===== src/rtl/synth_write_arbiter.sv =====
// rtl/synth_write_arbiter.sv - round-robin, lockable arbiter for the synth core's register-write port
module synth_write_arbiter #(
  parameter int ADDR_BITS    = 4,
  parameter int DATA_BITS    = 8,
  parameter int STROBE_LEN   = 1,
  parameter int GAP_LEN      = 9,
  parameter int LOCK_TIMEOUT = 64
) (
  input  logic                 clk,
  input  logic                 rst_n,
  input  logic                 r0_valid_i,
  output logic                 r0_ready_o,
  input  logic [ADDR_BITS-1:0] r0_addr_i,
  input  logic [DATA_BITS-1:0] r0_data_i,
  input  logic                 r0_lock_i,
  input  logic                 r1_valid_i,
  output logic                 r1_ready_o,
  input  logic [ADDR_BITS-1:0] r1_addr_i,
  input  logic [DATA_BITS-1:0] r1_data_i,
  input  logic                 r1_lock_i,
  output logic                 syn_strobe_o,
  output logic [ADDR_BITS-1:0] syn_addr_o,
  output logic [DATA_BITS-1:0] syn_data_o,
  output logic                 busy_o,
  output logic [1:0]           lock_owner_o
);

  typedef enum logic [1:0] {IDLE, STROBE, GAP} state_t;

  localparam int MAX_LEN = (STROBE_LEN > GAP_LEN) ? STROBE_LEN : GAP_LEN;
  localparam int CNT_W   = (MAX_LEN > 1) ? $clog2(MAX_LEN) : 1;
  localparam int TMR_W   = (LOCK_TIMEOUT > 1) ? $clog2(LOCK_TIMEOUT) : 1;

  state_t           state, state_next;
  logic [CNT_W-1:0] cnt, cnt_next;
  logic [TMR_W-1:0] timer;
  logic             locked, owner, last_grant;
  logic             grant, grant_valid, hs, owner_valid;

  // While locked, only the owner is eligible; otherwise a tie goes to whoever did not win last.
  always_comb begin
    grant       = 1'b0;
    grant_valid = 1'b0;
    if (locked) begin
      grant       = owner;
      grant_valid = owner ? r1_valid_i : r0_valid_i;
    end else if (r0_valid_i && r1_valid_i) begin
      grant       = ~last_grant;
      grant_valid = 1'b1;
    end else if (r1_valid_i) begin
      grant       = 1'b1;
      grant_valid = 1'b1;
    end else if (r0_valid_i) begin
      grant       = 1'b0;
      grant_valid = 1'b1;
    end
  end

  assign r0_ready_o  = (state == IDLE) && rst_n && grant_valid && !grant;
  assign r1_ready_o  = (state == IDLE) && rst_n && grant_valid && grant;
  assign hs          = r0_ready_o || r1_ready_o;
  assign owner_valid = owner ? r1_valid_i : r0_valid_i;

  always_comb begin
    state_next = state;
    cnt_next   = cnt;
    case (state)
      IDLE: begin
        if (hs) begin
          state_next = STROBE;
          cnt_next   = '0;
        end
      end
      STROBE: begin
        if (cnt == CNT_W'(STROBE_LEN - 1)) begin
          state_next = GAP;
          cnt_next   = '0;
        end else begin
          cnt_next = cnt + 1'b1;
        end
      end
      GAP: begin
        if (cnt == CNT_W'(GAP_LEN - 1)) begin
          state_next = IDLE;
          cnt_next   = '0;
        end else begin
          cnt_next = cnt + 1'b1;
        end
      end
      default: begin
        state_next = IDLE;
        cnt_next   = '0;
      end
    endcase
  end

  always_ff @(posedge clk) begin
    if (!rst_n) begin
      state      <= IDLE;
      cnt        <= '0;
      syn_addr_o <= '0;
      syn_data_o <= '0;
      last_grant <= 1'b1;
      locked     <= 1'b0;
      owner      <= 1'b0;
      timer      <= '0;
    end else begin
      state <= state_next;
      cnt   <= cnt_next;
      if (hs) begin
        syn_addr_o <= grant ? r1_addr_i : r0_addr_i;
        syn_data_o <= grant ? r1_data_i : r0_data_i;
        last_grant <= grant;
        locked     <= grant ? r1_lock_i : r0_lock_i;
        owner      <= grant;
      end
      // An idle lock whose owner has gone quiet is released once the timer expires.
      if (state != IDLE || !locked || owner_valid) begin
        timer <= '0;
      end else if (LOCK_TIMEOUT != 0) begin
        if (timer == TMR_W'(LOCK_TIMEOUT - 1)) begin
          locked <= 1'b0;
          timer  <= '0;
        end else begin
          timer <= timer + 1'b1;
        end
      end
    end
  end

  assign syn_strobe_o = (state == STROBE);
  assign busy_o       = (state != IDLE);
  assign lock_owner_o = {locked, owner};

endmodule

===== config.mk =====
export PLATFORM = sky130hd
export DESIGN_NAME = synth_write_arbiter
export DESIGN_NICKNAME = d
export VERILOG_FILES = /design/src/rtl/synth_write_arbiter.sv
export SDC_FILE = /design/constraint.sdc
export NUM_CORES = 1
export LEC_CHECK = 0
export ABC_AREA = 1
export BUFFER_PORTS_ARGS = -buffer_cell sky130_fd_sc_hd__buf_4
export CORE_MARGIN = 1
export CORE_UTILIZATION = 50
export CTS_CLUSTER_DIAMETER = 60
export DETAILED_ROUTE_END_ITERATION = 16
export PLACE_DENSITY = 0.86
export SLEW_MARGIN = 5
export SYNTH_ARGS = -nofsm -noshare
export SYNTH_HDL_FRONTEND = slang
export SYNTH_SLANG_ARGS = --single-unit

===== constraint.sdc =====
create_clock -name clk -period 1.85 [get_ports clk]
set_input_delay 0 -clock clk [delete_from_list [all_inputs] [get_ports clk]]
set_output_delay 0 -clock clk [all_outputs]
set_load 0.005 [all_outputs]

## After elaboration in Yosys (flattened, before gate mapping)

Index checks and enable logic that the tools add are counted.

- Flip-flop bits (word level): 27
- Bits of input ports: 30

- $add $sub $neg: 2
- Equal/unequal tests: 7
- Muxes and demuxes: 22
- Bitwise gates (word level): 2
- Reductions and logical operators: 15

Operator list:

| cell | count |
|---|---|
| $mux 4 | 4 |
| $mux 1 | 12 |
| $pmux 4 s3 | 1 |
| $mux 8 | 1 |
| $add 6x1->6 const B | 1 |
| $eq 6x6->1 const B | 1 |
| $mux 2 | 3 |
| $pmux 2 s3 | 1 |
| $logic_and 1x1->1 | 5 |
| $add 4x1->4 const B | 1 |
| $eq 4x4->1 const B | 1 |
| $logic_not 4->1 | 1 |
| $ne 2x2->1 const B | 2 |
| $logic_or 1x1->1 | 3 |
| $reduce_and 3->1 | 1 |
| $reduce_or 3->1 | 1 |
| $eq 2x1->1 const B | 1 |
| $eq 2x2->1 const B | 1 |
| $logic_not 1->1 | 2 |
| $logic_not 2->1 | 1 |
| $ne 2x1->1 const B | 1 |
| $not 1->1 | 2 |
| $reduce_bool 2->1 | 1 |

## Depth between registers and ports, before layout

- Word-level depth: 10
- Depth in mapped cells: 10
- Gate-level depth less buffers: 9

## Worst setup path after synthesis

Ideal clock, no wire load.

- Kind: register to register
- From: register state[0]
- To: register state[0]
- Library setup time: 115 ps
- Data arrival time: 1238 ps
- Path slack: 497 ps
- Stages on the path, launching flop included: 10
- Buffers on the path: 1
- Period minus slack after synthesis: 1353 ps
- Path through: dfxtp_1 -> inv_1 -> ha_1 -> nand2_1 -> inv_1 -> nand2_1 -> buf_6 -> nand2_2 -> a21oi_1 -> nor2_1

- Word-level cells in the longest chain between the ends: 7
- Elaborated cells on any way between the ends: 13
- Those cells by class: 5 x eq/ne; 1 x mux; 7 x reduce/logical

Ends and longest elaborated chain:

| element | RTL line | text |
|---|---|---|
| start, declared | 34 | `state_t state, state_next;` |
| start signal, assigned | 108 | `state <= state_next;` |
| $logic_not 2->1 | 59, 60, 67 |  |
| $logic_and 1x1->1 (2 in series) | 59, 60 |  |
| $logic_and 1x1->1, on equally long branches | 59, 60 |  |
| $logic_or 1x1->1 | 61 | `assign hs = r0_ready_o \|\| r1_ready_o;` |
| $ne 2x2->1 (no line) | - |  |
| $reduce_and 3->1 (no line) | - |  |

Parallel ways exist; a longest one is shown, timed or not.
A chain may end at the register's enable or synchronous reset.

## Final worst setup path

- From: register state[0]
- To: output r0_ready_o

- Word-level cells in the longest chain between the ends: 4

Ends and longest elaborated chain:

| element | RTL line | text |
|---|---|---|
| $logic_not 2->1 | 59 | `assign r0_ready_o = (state == IDLE) && rst_n && grant_valid && !grant;` |
| $logic_and 1x1->1 (3 in series) | 59 |  |
| end, declared | 12 | `output logic r0_ready_o,` |

No other way between the ends.

==> flow_metrics.tcl <==
set metrics [dict create \
    peakVddDrop_mv 0.8869 \
    grt_pass1_vias 1322 \
    crit_buf_inv 4 \
    p_sw_frac 0.3914 \
    crit_path_cell_trace "inv_1 > ha_1 > nand2_1 > inv_1 > nand2_2 > buf_4 > nor2_1 > buf_4" \
    clk_latency_ns 0.31 \
    cts_buffer_depth 2 \
    wl_met3_um 103 \
    grtUsageTotal 0.2074 \
    status "finished clean" \
    io_buffers 47 \
    clock-sinks 27 \
    io_pins 48 \
    setup_ws_ns 0.1205 \
    finalHoldViolCount 0 \
    yosysSeqAreaShare 0.3721 \
    finalCritPeriodShare 0.9349 \
    pwr-share-clk 0.128 \
    netSwitchingPower_mw 0.7461 \
    yosys_warnings 0 \
    remaining_drc_errors 0 \
    wl_per_cell_um 9.854 \
    cp.required_ns 1.85 \
    die_h_um 55.90 \
    dr.pass1.iters 4 \
    diodes 0 \
    max_slew_margin 0.6799 \
    synth-edff-count 0 \
    hp-class "input port to flip-flop" \
    antenna_found_initial 0 \
    start_kind "flip-flop" \
    grt_max_degree 17 \
    final_common_cell "nand2_1" \
    crit_path_max_incr_delay_ns 0.38 \
    final_cell_area_mm2 0.001839 \
    cpLargestDelayFamily "buffers and inverters" \
    initial_core_util 0.5268 \
    worst_ep_arrival_time_ns 1.73 \
    numCtsBuffers 3 \
    powerDensity_mw_per_mm2 1037 \
    place_congestion 0.7714 \
    vias 1425 \
    cp-end-kind "output pin" \
    wl_met1_um 1432 \
    syn_area_per_cell_um2 6.633 \
    coreArea_mm2 0.002758 \
    tightest_slew_ns 0.4797 \
    crit_type "flip-flop to output pin" \
    dp_hpwl_um 2210 \
    final_cell_mix "nand2_1, buf_4, dfxtp_1" \
    grt_pass1_wl_um 5340 \
    syn_nets 256 \
    top_layer "met4" \
    area_growth_pct 26.61 \
    fill_cells 260 \
    cp_max_fo 16 \
    yosys_most_used_dff "dfxtp_1" \
    synthDistinctLibCells 21 \
    preCtsSetupSlack_ns 0.2198 \
    overflow 0 \
    synth_seq_cells 27 \
    async_reset_ff_frac 0 \
    skew_ns 0.004723 \
    power_frac_seq 0.392 \
    via_per_inst 4.831 \
    report.final.slew_viol_count 0 \
    ant_nets 0 \
    p_int_mw 1.160 \
    fin_nets 302 \
    placed_cell_area_mm2 0.001789 \
    total_power_mw 1.906 \
    setup-tns-final_ns 0 \
    drtIter0Drc 34 \
    fmax_mhz 578.2 \
    synthCells 219 \
    syn_area_mm2 0.001453 \
    leakagePower_nw 0.9065 \
    combPwrFrac 0.479 \
    maxCapViolations 0 \
    min_period_ns 1.730 \
    cts_tree "done" \
    dieArea_mm2 0.003125 \
    cts_max_level 1 \
    rsz0062_at_grt "false" \
    die_x_um 55.90 \
    slowest_stage "dfxtp_1" \
    drive_gt1_frac 0.2235 \
    row_count 19 \
    root_buffer "clkbuf_4" \
    wl_met2_um 1361 \
    finalSetupViolCount 0 \
    cts.clk_slew.worst_paths_ns 0.14 \
    route.final.wire_length_um 2907 \
]
-- metrics by stage --
stage / utilization / hold slack (ns) / instances
after floorplan: - / 0.2203 / 219
after CTS: 0.6661 / 0.005621 / 295
after global routing: 0.6670 / 0.01174 / 295
after global placement: 0.6488 / 0.2694 / 289
after detailed placement: 0.6488 / 0.2736 / 289
final: 0.6670 / 0.01066 / 295
-- state kept, by name, summed over array words and instances, names as in the netlist --
name	cells
locked	1
cnt	4
owner	1
syn_data_o	8
syn_addr_o	4
timer	6
state	2
last_grant	1
-- synth_stat cells (all sizes together) (2+ instances only) --
library cell / count / area share
nand2: 86 / 0.23
dfxtp: 27 / 0.37
nand3: 25 / 0.090
inv: 20 / 0.052
a21oi: 19 / 0.065
nor2: 16 / 0.041
buf: 9 / 0.046
ha: 7 / 0.060
o21ai: 2 / 0.0069
xnor2: 2 / 0.012
xor2: 2 / 0.012
-- worst reg2reg max path: cells and delay by family (launching register included) --
family | cells | cell delay (ns)
adders and majority gates | 1 | 0.27
buffers and inverters | 4 | 0.42
AOI/OAI and AO/OA | 1 | 0.06
and+or+nand+nor | 3 | 0.29
DFF | 1 | 0.38
-- layout make-up --
type                            count  area, µm²  area share
Clock buffer                        4      26.28     0.01429
Timing Repair Buffer               51      385.4      0.2095
Multi-Input combinational cell    162      769.5      0.4184
Sequential cell                    27      540.5      0.2939
Inverter                           20      78.83     0.04286
Tap cell                           31      38.79     0.02109
-- power by group through the flow --
stage                     Clock [mW]  Combinational [mW]  Sequential [mW]
after floorplan                    0               0.649            0.753
after global placement             0               0.890            0.758
after detailed placement           0               0.895            0.760
after CTS                      0.259               0.918            0.747
after global routing           0.282                1.07            0.761
final                          0.245               0.914            0.748
-- what timing repair did --
item                       4_1_cts  5_1_grt
hold buffers                     1        0
hold endpoints to repair         6        0
setup endpoints to repair        1        2
pin swaps                        0        0
gates resized for setup          1        1
buffers inserted                 1        0
-- cells by family after synthesis --
| family | synth area share |
|---|---|
| and+or+nand+nor | 0.3661 |
| DFF | 0.3721 |
| AOI/OAI and AO/OA | 0.07751 |
| xor gates and xnor gates | 0.02412 |
| buffers and inverters | 0.09991 |
| adders and majority gates | 0.06029 |
-- layer usage --
| metal | up-vias | GRT usage |
|---|---|---|
| li1 | 773 | - |
| met1 | 626 | 0.2761 |
| met2 | 24 | 0.3511 |
| met3 | 2 | 0.03488 |
| met4 | 0 | 0.05226 |
| met5 | - | 0 |
-- final timing paths --
| kind | startpoint | to | slack, ns | depth (start not counted) |
|---|---|---|---|---|
| hold reg to reg | timer[0] | timer[0] | 0.47 | 1 |
| setup / recovery | state[0] | r0_ready_o | 0.12 | 8 |
| setup reg to reg | state[0] | syn_addr_o[3] | 0.33 | 9 |
| hold / removal | r1_data_i[0] | syn_data_o[0] | 0.01 | 5 |
Note: power is estimated with default switching activity, not from simulation.
